<file path="config.mk">
export PLATFORM = sky130hd
export DESIGN_NAME = fetch_sequencer_flat
export DESIGN_NICKNAME = d
export VERILOG_FILES = /design/src/rtl/fetch_sequencer_pkg.sv /design/src/rtl/fetch_sequencer_if.sv /design/src/rtl/seq_wait_counter.sv /design/src/rtl/fetch_sequencer.sv /design/src/flat_wrapper.sv
export SDC_FILE = /design/constraint.sdc
export NUM_CORES = 1
export LEC_CHECK = 0
export CAP_MARGIN = 25
export CORE_ASPECT_RATIO = 0.9
export CORE_UTILIZATION = 47
export DETAILED_ROUTE_END_ITERATION = 7
export PLACE_DENSITY = 0.79
export SLEW_MARGIN = 5
export SYNTH_ARGS = -nofsm -noshare
export SYNTH_HDL_FRONTEND = slang
export SYNTH_SLANG_ARGS = --single-unit
</file>
<file path="constraint.sdc">
create_clock -name clk -period 3.99 [get_ports clk]
set_input_delay 0.9975 -clock clk [delete_from_list [all_inputs] [get_ports clk]]
set_output_delay 0.9975 -clock clk [all_outputs]
set_load 0.02 [all_outputs]
</file>
<file path="src/rtl/fetch_sequencer_pkg.sv">
// Shared types and constants for the instruction-fetch sequencer: FSM states,
// bus source codes and the bit layout of the ctrlsig strobe vector.
package fetch_sequencer_pkg;

  typedef enum logic [2:0] {
    ST_IDLE = 3'd0,
    ST_CLR  = 3'd1,
    ST_ADDR = 3'd2,
    ST_WAIT = 3'd3,
    ST_LOAD = 3'd4,
    ST_NEXT = 3'd5,
    ST_JMP  = 3'd6
  } state_e;

  typedef enum logic [2:0] {
    BUS_NONE = 3'd0,
    BUS_PC   = 3'd1,
    BUS_IR   = 3'd2,
    BUS_AR   = 3'd3,
    BUS_DR   = 3'd4,
    BUS_TR   = 3'd5,
    BUS_IRAM = 3'd6,
    BUS_WTA  = 3'd7
  } bus_sel_e;

  localparam int CS_PC_WE   = 0;
  localparam int CS_PC_INC  = 1;
  localparam int CS_PC_RST  = 2;
  localparam int CS_IRAM_RE = 3;
  localparam int CS_DR_WE   = 4;
  localparam int CS_W       = 5;

  // Wide enough for the largest extra-wait preset (WAIT_CYC-1 = 2).
  localparam int WAIT_CNT_W = 2;

  function automatic logic [WAIT_CNT_W-1:0] wait_preset(input int wait_cyc);
    return WAIT_CNT_W'(wait_cyc - 1);
  endfunction

endpackage

</file>
<file path="src/rtl/fetch_sequencer_if.sv">
// Control/status bundle between a host and the fetch sequencer.
// The host drives the request inputs (master); the sequencer drives the strobes (slave).
interface fetch_sequencer_if #(
  parameter int CNT_W = 8
);
  import fetch_sequencer_pkg::*;

  logic             start;
  logic             clear;
  logic             jump;
  logic             halt_req;
  logic             pc_write_en;
  logic             pc_inc;
  logic             pc_reset;
  logic             iram_read_en;
  logic             dr_write_en;
  logic [CS_W-1:0]  ctrlsig;
  logic [2:0]       bus_sel;
  logic             busy;
  logic             fetch_done;
  logic [CNT_W-1:0] fetch_count;

  modport master (
    output start, clear, jump, halt_req,
    input  pc_write_en, pc_inc, pc_reset, iram_read_en, dr_write_en,
    input  ctrlsig, bus_sel, busy, fetch_done, fetch_count
  );

  modport slave (
    input  start, clear, jump, halt_req,
    output pc_write_en, pc_inc, pc_reset, iram_read_en, dr_write_en,
    output ctrlsig, bus_sel, busy, fetch_done, fetch_count
  );

endinterface

</file>
<file path="src/rtl/seq_wait_counter.sv">
// Down-counter that stretches the WAIT state to cover the IRAM read latency.
// Preset while the sequencer sits in ADDR; done when it reaches zero.
module seq_wait_counter
  import fetch_sequencer_pkg::*;
#(
  parameter int WAIT_CYC = 1
) (
  input  logic clk,
  input  logic reset,
  input  logic load,
  input  logic dec,
  output logic done
);

  logic [WAIT_CNT_W-1:0] cnt_q;
  logic [WAIT_CNT_W-1:0] cnt_d;

  always_comb begin
    cnt_d = cnt_q;
    if (load) begin
      cnt_d = wait_preset(WAIT_CYC);
    end else if (dec && (cnt_q != '0)) begin
      cnt_d = cnt_q - WAIT_CNT_W'(1);
    end
  end

  always_ff @(posedge clk) begin
    if (reset) begin
      cnt_q <= '0;
    end else begin
      cnt_q <= cnt_d;
    end
  end

  assign done = (cnt_q == '0);

endmodule

</file>
<file path="src/rtl/fetch_sequencer.sv">
// Instruction-fetch sequencer: walks ADDR/WAIT/LOAD/NEXT to pull one word from
// IRAM into DR, then advances or reloads the PC. All outputs decode the registered state.
module fetch_sequencer
  import fetch_sequencer_pkg::*;
#(
  parameter int WAIT_CYC = 1,
  parameter int CNT_W    = 8
) (
  input  logic             clk,
  input  logic             reset,
  fetch_sequencer_if.slave fs
);

  state_e           state_q;
  state_e           state_d;
  logic             jump_lat_q;
  logic             jump_lat_d;
  logic             halt_lat_q;
  logic             halt_lat_d;
  logic [CNT_W-1:0] fetch_count_q;
  logic [CNT_W-1:0] fetch_count_d;
  logic             wait_load;
  logic             wait_dec;
  logic             wait_done;
  logic             in_fetch;
  logic [CS_W-1:0]  ctrl;
  bus_sel_e         bus_sel;
  logic             fetch_done;

  assign wait_load = (state_q == ST_ADDR);
  assign wait_dec  = (state_q == ST_WAIT);

  seq_wait_counter #(
    .WAIT_CYC (WAIT_CYC)
  ) u_wait (
    .clk   (clk),
    .reset (reset),
    .load  (wait_load),
    .dec   (wait_dec),
    .done  (wait_done)
  );

  always_ff @(posedge clk) begin
    if (reset) begin
      state_q       <= ST_IDLE;
      jump_lat_q    <= 1'b0;
      halt_lat_q    <= 1'b0;
      fetch_count_q <= '0;
    end else begin
      state_q       <= state_d;
      jump_lat_q    <= jump_lat_d;
      halt_lat_q    <= halt_lat_d;
      fetch_count_q <= fetch_count_d;
    end
  end

  always_comb begin
    state_d = state_q;
    unique case (state_q)
      ST_IDLE: begin
        if (fs.start) begin
          state_d = fs.clear ? ST_CLR : ST_ADDR;
        end
      end
      ST_CLR:  state_d = ST_ADDR;
      ST_ADDR: state_d = ST_WAIT;
      ST_WAIT: begin
        if (wait_done) begin
          state_d = ST_LOAD;
        end
      end
      ST_LOAD: state_d = ST_NEXT;
      // A pending jump always gets its PC load before a latched halt is honoured.
      ST_NEXT: begin
        if (jump_lat_q) begin
          state_d = ST_JMP;
        end else if (halt_lat_q) begin
          state_d = ST_IDLE;
        end else begin
          state_d = ST_ADDR;
        end
      end
      ST_JMP:  state_d = halt_lat_q ? ST_IDLE : ST_ADDR;
      default: state_d = ST_IDLE;
    endcase
  end

  // Requests stick from ADDR through LOAD and are dropped once the fetch retires.
  assign in_fetch = (state_q == ST_ADDR) || (state_q == ST_WAIT) || (state_q == ST_LOAD);

  always_comb begin
    jump_lat_d    = jump_lat_q;
    halt_lat_d    = halt_lat_q;
    fetch_count_d = fetch_count_q;
    if (in_fetch) begin
      jump_lat_d = jump_lat_q | fs.jump;
      halt_lat_d = halt_lat_q | fs.halt_req;
    end
    if (state_q == ST_NEXT) begin
      fetch_count_d = fetch_count_q + CNT_W'(1);
      if (state_d != ST_JMP) begin
        jump_lat_d = 1'b0;
        halt_lat_d = 1'b0;
      end
    end
    if (state_q == ST_JMP) begin
      jump_lat_d = 1'b0;
      halt_lat_d = 1'b0;
    end
  end

  always_comb begin
    ctrl       = '0;
    bus_sel    = BUS_NONE;
    fetch_done = 1'b0;
    unique case (state_q)
      ST_IDLE: ;
      ST_CLR:  ctrl[CS_PC_RST] = 1'b1;
      ST_ADDR: ctrl[CS_IRAM_RE] = 1'b1;
      ST_WAIT: begin
        ctrl[CS_IRAM_RE] = 1'b1;
        bus_sel          = BUS_IRAM;
      end
      ST_LOAD: begin
        ctrl[CS_IRAM_RE] = 1'b1;
        ctrl[CS_DR_WE]   = 1'b1;
        bus_sel          = BUS_IRAM;
      end
      ST_NEXT: begin
        fetch_done      = 1'b1;
        ctrl[CS_PC_INC] = ~jump_lat_q;
      end
      ST_JMP:  ctrl[CS_PC_WE] = 1'b1;
      default: ;
    endcase
  end

  assign fs.ctrlsig      = ctrl;
  assign fs.pc_write_en  = ctrl[CS_PC_WE];
  assign fs.pc_inc       = ctrl[CS_PC_INC];
  assign fs.pc_reset     = ctrl[CS_PC_RST];
  assign fs.iram_read_en = ctrl[CS_IRAM_RE];
  assign fs.dr_write_en  = ctrl[CS_DR_WE];
  assign fs.bus_sel      = bus_sel;
  assign fs.busy         = (state_q != ST_IDLE);
  assign fs.fetch_done   = fetch_done;
  assign fs.fetch_count  = fetch_count_q;

endmodule

</file>
<file path="src/flat_wrapper.sv">
// flat-port wrapper written by rule: the top's interface ports become plain ports
module fetch_sequencer_flat import fetch_sequencer_pkg::*;
#(
  parameter int WAIT_CYC = 1,
  parameter int CNT_W    = 8
)
  (clk, reset, fs_start, fs_clear, fs_jump, fs_halt_req, fs_pc_write_en, fs_pc_inc, fs_pc_reset, fs_iram_read_en, fs_dr_write_en, fs_ctrlsig, fs_bus_sel, fs_busy, fs_fetch_done, fs_fetch_count);
  fetch_sequencer_if #(.CNT_W(CNT_W)) fs_i ();
  input  logic clk;
  input  logic reset;
  input wire logic [$bits(fs_i.start)-1:0] fs_start;
  input wire logic [$bits(fs_i.clear)-1:0] fs_clear;
  input wire logic [$bits(fs_i.jump)-1:0] fs_jump;
  input wire logic [$bits(fs_i.halt_req)-1:0] fs_halt_req;
  output wire logic [$bits(fs_i.pc_write_en)-1:0] fs_pc_write_en;
  output wire logic [$bits(fs_i.pc_inc)-1:0] fs_pc_inc;
  output wire logic [$bits(fs_i.pc_reset)-1:0] fs_pc_reset;
  output wire logic [$bits(fs_i.iram_read_en)-1:0] fs_iram_read_en;
  output wire logic [$bits(fs_i.dr_write_en)-1:0] fs_dr_write_en;
  output wire logic [$bits(fs_i.ctrlsig)-1:0] fs_ctrlsig;
  output wire logic [$bits(fs_i.bus_sel)-1:0] fs_bus_sel;
  output wire logic [$bits(fs_i.busy)-1:0] fs_busy;
  output wire logic [$bits(fs_i.fetch_done)-1:0] fs_fetch_done;
  output wire logic [$bits(fs_i.fetch_count)-1:0] fs_fetch_count;
  assign fs_i.start = fs_start;
  assign fs_i.clear = fs_clear;
  assign fs_i.jump = fs_jump;
  assign fs_i.halt_req = fs_halt_req;
  assign fs_pc_write_en = fs_i.pc_write_en;
  assign fs_pc_inc = fs_i.pc_inc;
  assign fs_pc_reset = fs_i.pc_reset;
  assign fs_iram_read_en = fs_i.iram_read_en;
  assign fs_dr_write_en = fs_i.dr_write_en;
  assign fs_ctrlsig = fs_i.ctrlsig;
  assign fs_bus_sel = fs_i.bus_sel;
  assign fs_busy = fs_i.busy;
  assign fs_fetch_done = fs_i.fetch_done;
  assign fs_fetch_count = fs_i.fetch_count;
  fetch_sequencer #(.WAIT_CYC(WAIT_CYC), .CNT_W(CNT_W)) u_core (.clk(clk), .reset(reset), .fs(fs_i));
endmodule
</file>
# [After elaboration in Yosys (flattened, before gate mapping)]
# Index checks and enable logic that the tools add are counted.
[word_totals] inputBits=6 ram_bits=0 memories=0 latchBits=0 ff_bits=15 word_cells=47 mem_bits_ro=0
[op_classes] eq_ne=7 bitwise=3 addsub=2 n_mul=0 n_div=0 n_lt_le_gt_ge=0 n_reduce_logical=11 shift=0 muxes=19
[ops] operator="3-bit case mux with 7 select lines" n=1
[ops] operator="1-bit two-way mux" n=12
[ops] operator="3-bit two-way mux" n=4
[ops] operator="3-bit equality test (second input constant)" n=3
[ops] operator="8-bit by 1-bit adder with 8-bit output (second input constant)" n=1
[ops] operator="3-bit by 2-bit equality test with 1-bit output (second input constant)" n=2
[ops] operator="2-bit OR reduction" n=3
[ops] operator="2-bit two-way mux" n=2
[ops] operator="3-bit by 1-bit equality test with 1-bit output (second input constant)" n=1
[ops] operator="3-bit zero test" n=1
[ops] operator="3-bit != test (second input constant)" n=1
[ops] operator="3-bit nonzero test" n=1
[ops] operator="3-bit OR reduction" n=1
[ops] operator="2-bit zero test" n=1
[ops] operator="1-bit logical OR" n=2
[ops] operator="1-bit bitwise OR" n=2
[ops] operator="2-bit nonzero test" n=1
[ops] operator="2-bit by 1-bit subtractor with 2-bit output (second input constant)" n=1
[ops] operator="1-bit logical AND" n=1
[ops] operator="1-bit inverter" n=1

# [Logic depth before layout (Yosys ltp)]
# Gate-level depths: netlist of the first run.
[depth] word_depth=6 depth_mapped=6 mapped_depth_nobuf=5

# [Cells and area by module]
# From an unflattened synthesis of the first run, not the netlist that was laid out.
[hier_totals] hier_cells=98 area_unflattened_um2=863.3
[by_module_without_submodules] mod="fetch_sequencer" seq_area_each_um2=260.2 area_each_um2=754.5 cells_each=88 n_inst=1
[by_module_without_submodules] mod="seq_wait_counter" seq_area_each_um2=40.0 area_each_um2=108.9 cells_each=10 n_inst=1

# [Least setup slack after synthesis of the first run]
# No wires, ideal clock.
[synth_timing] path_type="reg-to-output" start="register u_core.state_q[2]" end="output port fs_ctrlsig[2]" t_required_ns=2.993 path_stages_with_launch=5 setup_slack_ns=1.542 n_path_buf=3 t_arrival_ns=1.451 cell_sequence="dfxtp_1 buf_6 clkbuf_1 nor3b_1 buf_4"
[synth_via] elab_chain_len=2
[synth_lines] element="start: declaration" line_no="fetch_sequencer.sv:14" text="state_e state_q;"
[synth_lines] element="start signal: assignment" line_no="fetch_sequencer.sv:50" text="state_q <= state_d;"
[synth_lines] element="3-bit by 1-bit equality test with 1-bit output" line_no="fetch_sequencer.sv:116" text="unique case (state_q)"
[synth_lines] element="1-bit two-way mux" line_no="fetch_sequencer.sv:116"
[synth_lines] element="end: declaration" line_no="flat_wrapper.sv:20" text="output wire logic [$bits(fs_i.ctrlsig)-1:0] fs_ctrlsig;"
# No other way between the ends.

# [Worst setup path after layout of the first run]
[layout_timing] start="register u_core.state_q[2]" end="output port fs_ctrlsig[3]"
[layout_via] elab_chain_len=3 elab_cells_between_ends=5
[layout_lines] element="3-bit by 2-bit equality test with 1-bit output / 3-bit equality test (equally long branches)" line_no="fetch_sequencer.sv:116"
[layout_lines] element="3-bit OR reduction (no line) (*)"
[layout_lines] element="1-bit two-way mux (*)" line_no="fetch_sequencer.sv:116"
# Every way passes the cells marked *; elsewhere a longest branch is shown, timed or not.

==> results of run 1 <==
-- stage by stage --
step	power [uW]	setup slack (ns)
CTS	324	0.856
global placement	237	1.23
finish	320	0.877
global route	338	0.720
detailed placement	238	1.18
floorplan	216	1.54
-- critical path: cells and delay by family, from the launching register on --
| kind | cells | cell delay [ns] |
|---|---|---|
| simple gates | 2 | 0.45 |
| flops | 1 | 0.72 |
| buf+inv | 2 | 0.67 |
-- registers in the layout (all words and copies together), names as in the netlist --
name,cells
u_core.fs.fetch_count,8
u_core.state_q,3
u_core.u_wait.cnt_q,2
u_core.halt_lat_q,1
u_core.jump_lat_q,1
-- path summary, 6_finish.rpt --
path,end,slack (ns),depth (start not counted)
worst max-delay path,fs_ctrlsig[3],0.88,4
worst min-delay path,u_core.u_wait.cnt_q[1],0.48,2
worst max register to register,u_core.fs.fetch_count[7],2.27,3
worst min register to register,u_core.u_wait.cnt_q[1],0.48,2
-- routing by layer --
layer  share of wire [%]  up-vias  GRT usage, %
li1                    -      395             -
met1                  48      355          27.6
met2                  48       18          28.3
met3                 4.1        0          7.66
met4                   0        0          5.14
met5                   0        -             0
-- cell type report --
| cell class | count | area, um^2 | area share, % |
|---|---|---|---|
| Tap cell | 24 | 30.0 | 2.71 |
| Multi-Input combinational cell | 69 | 450 | 40.7 |
| Timing Repair Buffer | 27 | 270 | 24.4 |
| Clock buffer | 4 | 26.3 | 2.37 |
| Inverter | 8 | 30.0 | 2.71 |
| Sequential cell | 15 | 300 | 27.1 |
-- power groups by stage --
stage	sequential, uW	clock, uW	combinational [uW]
after global routing	169	96.3	73.0
after floorplan	162	0	54.4
after global placement	170	0	66.9
final	167	85.4	67.4
after CTS	167	89.4	67.8
after detailed placement	171	0	67.6
-- kinds of logic (layout without fill, tap and decap cells) --
group                    count (synthesis)  count (layout)  synth area share [%]
buffers and inverters                   20              39                  13.2
flip-flops                              15              15                  34.7
AND/OR/NAND/NOR                         36              36                  27.1
AO/OA/AOI/OAI                           27              27                  18.5
adder cells (fa/ha/maj)                  2               2                  2.89
other                                    1               1                 0.434
multiplexers                             1               1                  1.16
XOR/XNOR                                 2               2                  2.03
-- Yosys cell counts (3+ instances only) --
master	instances	share of area [%]
o21ai_0	10	5.8
inv_1	6	2.6
buf_4	8	6.9
nor2_1	6	2.6
a21oi_1	9	5.2
a221oi_1	3	3.0
or3_1	6	4.3
dfxtp_1	15	35
nand2_1	8	3.5
==> impl_results.md, run 1 <==
- Psw: 91.9 uW
- DRT antenna net count: 0
- Synth Area per Inst: 8.31 um^2
- DR iter-0 viols: 21
- Slew @ Worst Pin: 0.611 ns
- Asr flop ratio synth: 0%
- Status: completed
- Vias: 768
- Placed wire-length estimate: between 1000 and 1500 um
- Row count: 14
- Fin cells: approximately 150
- Share of cells above drive strength 1: 6.50%
- Placed cell area: 1080 um^2
- Clk pwr share: 26.7%
- Wire per inst: 11.9 um
- # Post-CTS Setup Buffers: 0
- Vias in the first global route: 629
- Core Util, Final: 65.2%
- RR Startpoint: u_core.state_q[2]
- Initial antenna violation count: 0
- Main flop type after synthesis: dfxtp_1
- Final Instance Area: 1110 um^2
- Flop pwr share: 52.3%
- Yosys warns: 0
- Fillcell total: 155
- Crit start category: flip-flop
- Antenna cells: 0
- Commonest non-fill, non-tap cell in the layout: clkdlybuf4s50_1
- First-pass GRT wire length: 2840 um
- Total grt overflow: 0
- Max Slew Vio Count: 0
- Pwr per Cell Area: 289 nW/um^2
- Commonest non-fill, non-tap cells in the layout: clkdlybuf4s50_1, dfxtp_1, o21ai_0, a21oi_1, nand2_1
- Nature of the critical path endpoint: output port
- Die H: 42.7 um
- DIE WIDTH: 47.2 um
- Core area: between 1500 and 2000 um^2
- Avg Vias per Cell: 5.22
- Cts bufs inserted: 3
- Syn_nets: 112
- Die area: 2020 um^2
- Setup TNS: 0 ns
- Final Hold Violating Endpoints: 0
- Clock Sinks: 15
- Port Buffers: 27
- Worst Min Path Start: u_core.u_wait.cnt_q[1]
- Hold_ws: 0.480 ns
- RSZ-0062 raised after global routing: no
- CP max-delay cell: dfxtp_1
- Initial Utilization: 50.9%
- CP Data Required Time: 2.99 ns
- Cell count after synthesis: 104
- Final setup violation count: 0
- Fmax: approximately 320 MHz
- Setup CP Type: reg2out
- Worst Hold Class: reg2reg
- Synthesized area: ~860 um^2
- EDFF count, synth: 0
- Clock Latency Late Sink: around 0.28 ns
- Clk slew on worst S/H paths: 0.08 ns
- Peak per-stage delay on the critical path: 0.72 ns
- Clock Tree Buf Depth: 2
- Switching Fraction: 28.7%
- Max Cap Viol: 0
- # nets final: between 100 and 150
- Leak: between 0.0004 and 0.0005 uW
- H-tree depth: 1
- Area delta synth->final: 28.1%
- Routability cong.: approximately 0.78
- Crit-path max FO: 17
- Pin count of the biggest net entering global routing: 18
- Pre-antenna DRT Iters: 4
- Drt total wl: 1740 um
- Root Driver: clkbuf_4
- Hold-fix buffers at CTS: 0
- Post_cts resized: 0
- Rel. slew slack: 59.2%
- Sequential-to-total area share from yosys stat: 34.7%
- Inst Count DP: 143
- Worst vdd rail ir drop: 0.000203 V
- Distinct cells, synth: 33
- Minimum clock period: roughly 3.1 ns
- Period utilization: 78.0%
- Arrival @ worst endpoint: 2.12 ns
- DRC viols: 0
- I/O Pins: 29
- CP Cell Sequence: inv_2 -> or3_4 -> nand2_1 -> clkdlybuf4s50_1
- Fin Clk Skew: 0.00313 ns
- Gate power share: roughly a fifth
- Worst setup path startpoint: u_core.state_q[2]
- Tot GR Track Use: 19.8%
- #FFs+latches synth: 15
- Pint: 228 uW
- TritonCTS clock tree: built
No activity file was read; power rests on OpenSTA's default activity.
==> inputs of run 2 (changes only) <==
CORE_UTILIZATION = 44   (was 47)
PLACE_DENSITY = 0.75   (was 0.79)
clock period = 3.1 ns   (was 3.99 ns; I/O delays follow)
==> run 2 against run 1 <==
  * Non-clock buffer count increased by 1
  * Clock power increased by 28%
  * Critical path depth decreased by 1
  * Utilization decreased by 1.5 points
  * Worst hold slack improved by 0.00050 ns
  * Routed wire length unchanged
  * Final cell count increased by 0.68%
  * Sequential share of layout area decreased by 0.18 points
  * Largest power group unchanged
==> impl_results.md, run 2 (synthesized netlist as in run 1, its figures left out) <==
- Status: completed
- Tot GR Track Use: 17.4% (-2.4 points)
- Core Util, Final: 63.6% (-1.5 points)
- Pin count of the biggest net entering global routing: 18 (unchanged)
- Leak: 0.000467 uW (+1.2%)
- DR iter-0 viols: 14 (-33%)
- Gr busiest metal: met2
- Final setup violation count: 0 (unchanged)
- Initial Utilization: 49.4% (-1.5 points)
- TritonCTS clock tree: built
- Pwr per Cell Area: 369 nW/um^2 (+28%)
- Vias: 786 (+2.3%)
- Pre-antenna DRT Iters: 4 (unchanged)
- Crit-path max FO: 17 (unchanged)
- Max FFs per register: 8 (unchanged)
- Root Driver: clkbuf_4
- Fin Clk Skew: 0.00215 ns (-0.000982 ns)
- Wire per inst: 11.8 um (-0.68%)
- Hold-fix buffers at CTS: 0 (unchanged)
- Drt total wl: 1740 um (unchanged)
- Met2 Track Usage GR: 29.4% (+1.1 points)
- Total grt overflow: 0 (unchanged)
- I/O Pins: 29 (unchanged)
- RR Startpoint: u_core.state_q[0]
- Met3 usage: 7.90% (+0.24 points)
- First-pass GRT wire length: 2870 um (+0.99%)
- Worst Setup EP: fs_ctrlsig[0]
- Vias in the first global route: 669 (+6.4%)
- Slew @ Worst Pin: 0.536 ns (-0.0746 ns)
- Cts bufs inserted: 3 (unchanged)
- Max Cap Viol: 0 (unchanged)
- Port Buffers: 27 (unchanged)
- Final Hold Violating Endpoints: 0 (unchanged)
- Die area: 2150 um^2 (+6.5%)
- Clock Sinks: 15 (unchanged)
- Clock Tree Buf Depth: 2 (unchanged)
- Overall Power: 411 uW (+28%)
- # Post-CTS Setup Buffers: 0 (unchanged)
- Core area: 1750 um^2 (+3.1%)
- Peak per-stage delay on the critical path: 0.63 ns (-0.09 ns)
- Setup TNS: 0 ns (unchanged)
- CP max-delay cell: dfxtp_1
- Setup CP Type: reg2out
- Commonest non-fill, non-tap cell in the layout: clkdlybuf4s50_1
- Worst Hold Class: reg2reg
- Hold_ws: 0.480 ns (+0.000502 ns)
- Area of the multi-input gates: 450 um^2 (unchanged)
- Fillcell total: 159 (+2.6%)
- Antenna cells: 0 (unchanged)
- Rel. slew slack: 64.1% (+4.9 points)
- R2R Path End: u_core.fs.fetch_count[5]
- Worst vdd rail ir drop: 0.000271 V (+33%)
- Period utilization: 87.8%
- Clock Latency Late Sink: 0.28 ns (about the same)
- Crit start category: flip-flop
- Avg Vias per Cell: 5.31 (+1.7%)
- H-tree depth: 1 (unchanged)
- RSZ-0062 raised after global routing: no
- DRC viols: 0 (unchanged)
- Minimum clock period: around 2.7 ns
- Worst setup path startpoint: u_core.state_q[1]
- Fmax: 368 MHz
- Commonest non-fill, non-tap cells in the layout: clkdlybuf4s50_1, dfxtp_1, o21ai_0, a21oi_1, nand2_1
- Die H: 44.1 um (+3.2%)
- Area delta synth->final: 28.9%
- Worst reg2reg setup slack: 1.51 ns (-0.76 ns)
- CP Data Required Time: 2.32 ns (-0.67 ns)
- CP Cell Sequence: or2b_1 -> nor2_1 -> clkdlybuf4s50_1
- Post_cts resized: 0 (unchanged)
- # nets final: 133 (+0.76%)
- Placed wire-length estimate: 1330 um (+1.9%)
- Max Slew Vio Count: 0 (unchanged)
- Arrival @ worst endpoint: 1.95 ns (-0.17 ns)
- DRT antenna net count: 0 (unchanged)
- Clk slew on worst S/H paths: 0.08 ns (about the same)
- DIE WIDTH: 48.7 um (+3.2%)
- Nature of the critical path endpoint: output port
- R2R cell count: 3 (unchanged)
- FF/Latch Area: 300 um^2 (unchanged)
- Share of cells above drive strength 1: 7.26% (+0.75 points)
- Row count: 14 (unchanged)
- Routability cong.: 0.741 (-5.0%)
- Initial antenna violation count: 0 (unchanged)
- Met1 Track Usage GR: 21.1% (-6.6 points)
[run 2: cell types whose count changed in the layout (fill, tap and decap cells not counted), sizes merged]
cell / delta
buf: +1
[run 2: routing by layer]
layer  routed length, um  vias up
met5                   0        -
met4                   0        0
met3                 111        0
met2                 826       22
met1                 804      362
li1                    -      402
[run 2: report_power, final]
group | total (uW) | leakage, uW | switching [uW] | internal [uW]
clock | 109 | 0.0000150 | 58.7 | 50.0
sequential | 214 | 0.000122 | 15.2 | 199
combinational | 88.7 | 0.000330 | 42.9 | 45.8
[run 2: area by class of cell]
cell class                      count  area share, %
Multi-Input combinational cell     69           40.4
Sequential cell                    15           26.9
Timing Repair Buffer               28           24.9
Inverter                            8           2.69
Tap cell                           24           2.69
Clock buffer                        4           2.36
[run 2: worst min-delay path by stage]
stage | from | end | slack (ns) | cells after the start
floorplan | u_core.halt_lat_q | u_core.halt_lat_q | 0.44 | 2
global placement | u_core.fs.fetch_count[7] | u_core.fs.fetch_count[7] | 0.46 | 2
detailed placement | u_core.halt_lat_q | u_core.halt_lat_q | 0.47 | 2
CTS | u_core.fs.fetch_count[7] | u_core.fs.fetch_count[7] | 0.48 | 2
global route | u_core.u_wait.cnt_q[1] | u_core.u_wait.cnt_q[1] | 0.51 | 2
finish | u_core.fs.fetch_count[7] | u_core.fs.fetch_count[7] | 0.48 | 2
[run 2: worst max-delay path: cells and delay by family, from the launching register on]
kind          cells  cell delay, ns
buf+inv           1            0.62
flops             1            0.63
simple gates      2            0.42
[run 2: per-stage QoR]
stage	cells	worst slack, ns	instance area [um^2]
floorplan	104	0.874	865
global placement	144	0.746	1090
detailed placement	144	0.683	1090
CTS	148	0.372	1110
finish	148	0.379	1110
global route	148	0.254	1110
==> RTL change 1 (config.mk and constraints of run 2) <==
`CNT_W` is set to 8 in 3 places; all go to 6.
--- a/src/rtl/fetch_sequencer_if.sv
+++ b/src/rtl/fetch_sequencer_if.sv
@@ -2,5 +2,5 @@
 // The host drives the request inputs (master); the sequencer drives the strobes (slave).
 interface fetch_sequencer_if #(
-  parameter int CNT_W = 8
+  parameter int CNT_W = 6
 );
   import fetch_sequencer_pkg::*;
--- a/src/rtl/fetch_sequencer.sv
+++ b/src/rtl/fetch_sequencer.sv
@@ -5,5 +5,5 @@
 #(
   parameter int WAIT_CYC = 1,
-  parameter int CNT_W    = 8
+  parameter int CNT_W    = 6
 ) (
   input  logic             clk,
--- a/src/flat_wrapper.sv
+++ b/src/flat_wrapper.sv
@@ -3,5 +3,5 @@
 #(
   parameter int WAIT_CYC = 1,
-  parameter int CNT_W    = 8
+  parameter int CNT_W    = 6
 )
   (clk, reset, fs_start, fs_clear, fs_jump, fs_halt_req, fs_pc_write_en, fs_pc_inc, fs_pc_reset, fs_iram_read_en, fs_dr_write_en, fs_ctrlsig, fs_bus_sel, fs_busy, fs_fetch_done, fs_fetch_count);
Ports: changed (resized fs_fetch_count); port bits go from 29 to 27. No check against the original RTL was run, so the function may have changed too.
==> RTL change 1 against run 2 <==
  * Global-route usage rose by 1.8 points
  * Count of clock-buffer cells in the layout did not move
  * First-iteration DRC count did not move
  * Worst setup slack got worse by 120 ps
  * Sequential cell count fell by 2
  * Final area fell by 12%
  * Non-clock buffer count fell by 3
  * Register-to-register slack improved by 40 ps
  * Power fell by 2.1%
  * Combinational power rose by 18%
  * Utilization rose by 1.0 points
  * Synthesized area fell by 14%
  * Wire length fell by 8.5%
  * Sequential power fell by 9.8%
  * Critical path type unchanged
  * Largest cell class unchanged
  * Highest routed layer unchanged
==> RTL change 1: results (changes against run 2) <==
avgRoutedWirePerCell_um: 12.3  # was 11.8 µm
hold_class: "reg2reg"  # unchanged
fin_skew_ps: 7.51  # was 2.15 ps
cts_resized: 0  # unchanged
synthMuxAreaShare: 0  # was 0.0116
clk_path_buf_depth: 2  # unchanged
slew_headroom: 0.656  # was 0.641
largest_reg_flops: 6  # was 8
yosysWarningCount: 0  # unchanged
place.gp.congestion: 0.712  # was 0.741
antenna_found_initial: 0  # unchanged
vias_per_cell: 5.19  # was 5.31
grt_pass1_vias: 520  # was 669
crit_start: "u_core.state_q[2]"  # was u_core.state_q[1]
root_buffer: "clkbuf_4"  # unchanged
yosysSeqAreaShare: 0.350  # was 0.347
r2r_slack_ps: 1550  # was 1510 ps
dp_hpwl_mm: 1.15  # was 1.33 mm
grt_max_degree: 17  # was 18
crit_arrival_ps: 2070  # was 1950 ps
holdCritStartpoint: "u_core.fs.fetch_count[5]"  # was u_core.fs.fetch_count[7]
vdd_drop_max_uv: 314  # was 271 µV
p_leak_nw: 0.391  # was 0.467 nW
drt-initial-drc-count: 14  # unchanged
clkTransAtPathRegs_ps: 80  # about the same
synth.cells.most_frequent: "dfxtp_1 (13), a21oi_1 (9), buf_4 (7), o21ai_0 (7)"  # was dfxtp_1 (15), o21ai_0 (10), a21oi_1 (9)
synth_adder_area_share: 0.0337  # was 0.0289
drive_above_1_share: 0.0463  # was 0.0726
power_frac_seq: 0.479  # was 0.520
synthTopCellsByArea: "dfxtp_1 (35%), buf_4 (7.1%), a21oi_1 (6.1%)"  # was dfxtp_1 (35%), buf_4 (6.9%), o21ai_0 (5.8%)
async_flop_share: 0  # unchanged
final_nets: 117  # was 133
p_clk_frac: 0.260  # was 0.264
yosys.cell_types.count: 34  # was 33
cts_buffers: 3  # unchanged
synth_xor_area_frac: 0.0236  # was 0.0203
timing.rr.start: "u_core.state_q[0]"  # unchanged
swShare: 0.311  # was 0.284
antenna_cells: 0  # unchanged
grt_use_total: 0.192  # was 0.174
cts_setup_buffers: 0  # unchanged
critical_path.max_fanout: 15  # was 17
syn_nets: 98  # was 112
h-tree-depth: 1  # unchanged
power.net_switching_mw: 0.125  # was 0.117 mW
grt_pass1_wl_mm: 2.44  # was 2.87 mm
synth_compound_area_frac: 0.185  # about the same
port_buffers: 25  # was 27
worstSkewPairLatency_ps: 280  # about the same
status: "complete, no violations"  # unchanged
drt_first_pass_iters: 4  # unchanged
## RTL change 1: cell types whose count changed in the layout (fill, tap and decap cells not counted), sizes merged, moves of 2 or more
cell	run 2	this run
inv	8	6
nand2	8	6
nand2b	1	5
or3	7	3
dfxtp	15	13
o21ai	10	7
clkdlybuf4s50	27	25
nor2	6	4
or2b	2	0
## RTL change 1: layer usage
metal / share of wire / global-route usage / vias to the layer above
li1: - / - / 346
met1: 0.47 / 0.257 / 314
met2: 0.49 / 0.293 / 15
met3: 0.043 / 0.0705 / 0
met4: 0 / 0.0455 / 0
met5: 0 / 0 / -
## RTL change 1: final timing paths
kind | to | depth (start not counted)
worst min-delay path | u_core.fs.fetch_count[5] | 2
worst min register to register | u_core.fs.fetch_count[5] | 2
worst max-delay path | fs_iram_read_en | 3
worst max register to register | u_core.fs.fetch_count[5] | 3
## RTL change 1: cell type report
cell class	count	area (µm²)
tap	22	27.5
sequential	13	260
fill	135	534
multi-input combinational	60	392
clock buffer	4	26.3
timing repair buffer	25	250
inverter	6	22.5
## RTL change 1: kinds of logic after synthesis
group,Yosys count
other,1
DFF,13
adders and majority gates,2
buffers and inverters,17
AOI/OAI and AO/OA,23
and+or+nand+nor,32
xor gates and xnor gates,2
## RTL change 1: metrics by stage
step	cells	instance area [µm²]	setup slack [ps]	hold slack (ps)
after global routing	130	978	140	505
after floorplan	90	743	843	444
final	130	978	256	481
after detailed placement	126	952	583	469
after CTS	130	978	268	484
after global placement	126	952	647	461
## RTL change 1: critical path, cell delays in order (launching register included)
cell and delay (ps):
dfxtp_1 640, nor3b_2 380, nand2b_1 170, clkdlybuf4s50_1 610
==> RTL change 2 (config.mk and constraints of run 2) <==
Made on the original files. Reset style: asynchronous (`reset`), changed in 2 clocked blocks.
--- a/src/rtl/seq_wait_counter.sv
+++ b/src/rtl/seq_wait_counter.sv
@@ -25,5 +25,5 @@
   end
 
-  always_ff @(posedge clk) begin
+  always_ff @(posedge clk or posedge reset) begin
     if (reset) begin
       cnt_q <= '0;
--- a/src/rtl/fetch_sequencer.sv
+++ b/src/rtl/fetch_sequencer.sv
@@ -41,5 +41,5 @@
   );
 
-  always_ff @(posedge clk) begin
+  always_ff @(posedge clk or posedge reset) begin
     if (reset) begin
       state_q       <= ST_IDLE;
Formal check against the unedited RTL: differs if reset is asserted again (counterexample within 4 cycles, from zero or initial values and one cycle with reset high); with reset held inactive, the same outputs for 10 cycles.
==> RTL change 2 against run 2 <==
  * Cell count down 6.8%
  * Sequential cell count unchanged
  * Count of clock-buffer cells in the layout unchanged
  * Wire length down 8.6%
  * Sequential share of layout area up 6.9 points
  * Via count down 9.3%
  * Worst setup slack worse by 88 ps
  * Final area down 0.56%
  * Synthesized area down 1.9%
  * Critical endpoint is now fs_bus_sel[1]
  * Largest cell class unchanged
Power is not compared: it rests on default switching activity, and its combinational part moved more than twofold at a synthesized area within 25%.
==> RTL change 2: results (changes against run 2) <==
grt_pass1_vias: 648  # was 669
placed_cell_area_um2: 1080  # was 1090 µm²
vias_per_cell: 5.17  # was 5.31
drive_above_1_share: 0.0526  # was 0.0726
synth.cells.most_frequent: "dfrtp_1 (15), nand2_1 (9), buf_4 (7)"  # was dfxtp_1 (15), o21ai_0 (10), a21oi_1 (9)
holdCritStartpoint: "u_core.fs.fetch_count[7]"  # unchanged
grt_use_total: 0.179  # was 0.174
crit_start: "u_core.state_q[1]"  # unchanged
totalWireLength_mm: 1.59  # was 1.74 mm
hold_class: "reg2reg"  # unchanged
synthTopCellsByArea: "dfrtp_1 (44%), buf_4 (6.2%), xnor2_1 (4.1%)"  # was dfxtp_1 (35%), buf_4 (6.9%), o21ai_0 (5.8%)
final_nets: 123  # was 133
p_leak_nw: 0.491
antenna_found_initial: 0  # unchanged
place.gp.congestion: 0.752  # was 0.741
yosysSeqAreaShare: 0.442  # was 0.347
critical_path.max_fanout: 14  # was 17
clk_path_buf_depth: 2  # unchanged
drt-initial-drc-count: 12  # was 14
grt_pass1_wl_mm: 2.64  # was 2.87 mm
clkTransAtPathRegs_ps: 80  # about the same
grt_max_degree: 16  # was 18
dp_hpwl_mm: 1.15  # was 1.33 mm
cts_resized: 0  # unchanged
crit_arrival_ps: 2030  # was 1950 ps
cp_slowest_cell: "clkdlybuf4s50_1"  # was dfxtp_1
cp_slowest_stage_delay_ps: 640
fillerInstances: 153  # was 159
syn_nets: 101  # was 112
cts_buffers: 3  # unchanged
fin_skew_ps: 1.34  # was 2.15 ps
status: "complete, no violations"  # unchanged
swShare: 0.432
critPathTopFamily: "buffers and inverters"  # was flip-flops
cts_setup_buffers: 0  # unchanged
slew_headroom: 0.633  # was 0.641
yosys.cell_types.count: 31  # was 33
async_flop_share: 1.00  # was 0
root_buffer: "clkbuf_4"  # unchanged
[RTL change 2: cell types whose count changed after synthesis, moves of 2 or more]
cell	run 2	this run
a21oi_1	9	3
a221oi_1	3	0
dfrtp_1	0	15
dfxtp_1	15	0
nand3_1	1	4
nand3b_1	2	0
nor2b_1	1	4
nor3_1	0	3
o21ai_0	10	5
or2b_1	2	0
or3_1	6	1
xnor2_1	0	4
[RTL change 2: area by class of cell]
type | instances | area, µm² | share of cell area
well taps | 24 | 30.0 | 0.0271
flip-flops and latches | 15 | 375 | 0.339
repair buffers | 27 | 270 | 0.244
clock buffers | 4 | 26.3 | 0.0237
inverters | 6 | 22.5 | 0.0203
multi-input cells | 62 | 384 | 0.347
[RTL change 2: cell families after synthesis]
| kind of cell | synth area share |
|---|---|
| AND/OR/NAND/NOR | 0.220 |
| AO/OA/AOI/OAI | 0.127 |
| buffers and inverters | 0.105 |
| flip-flops | 0.442 |
| XOR/XNOR | 0.0723 |
| adder cells (fa/ha/maj) | 0.0295 |
| other | 0.00442 |
[RTL change 2: worst reg2reg max path: cells and delay by family, from the launching register on]
family | cells | cell delay, ps
and+or+nand+nor | 2 | 480
xor gates and xnor gates | 1 | 140
buffers and inverters | 1 | 180
DFF | 1 | 530
[RTL change 2: stage by stage]
stage	power, mW	std cells	worst slack [ps]
after detailed placement	0.839	134	643
final	0.948	138	291
after global placement	0.835	134	670
after floorplan	0.673	93	838
after CTS	0.957	138	285
after global routing	1.01	138	188
[RTL change 2: worst paths after layout]
path                                            end  slack, ps  cells past startpoint
setup / recovery                      fs_bus_sel[1]        290                      4
hold / removal             u_core.fs.fetch_count[7]        470                      1
setup reg to reg           u_core.fs.fetch_count[6]       1670                      4
hold reg to reg            u_core.fs.fetch_count[7]        470                      1
max in group asynchronous  u_core.fs.fetch_count[1]       1910                      2
min in group asynchronous  u_core.fs.fetch_count[7]        830                      2
[RTL change 2: metal layers]
layer | track usage | part of all wire
met1 | 0.237 | 0.47
met3 | 0.0250 | 0.057
met4 | 0.100 | 0.014
met5 | 0 | 0
met2 | 0.272 | 0.46
[RTL change 2: power groups by stage]
stage	combinational, mW	sequential, mW	clock [mW]
final	0.492	0.346	0.109
after global routing	0.530	0.356	0.125
after CTS	0.496	0.346	0.116
after detailed placement	0.490	0.349	0
after global placement	0.488	0.347	0
after floorplan	0.350	0.323	0
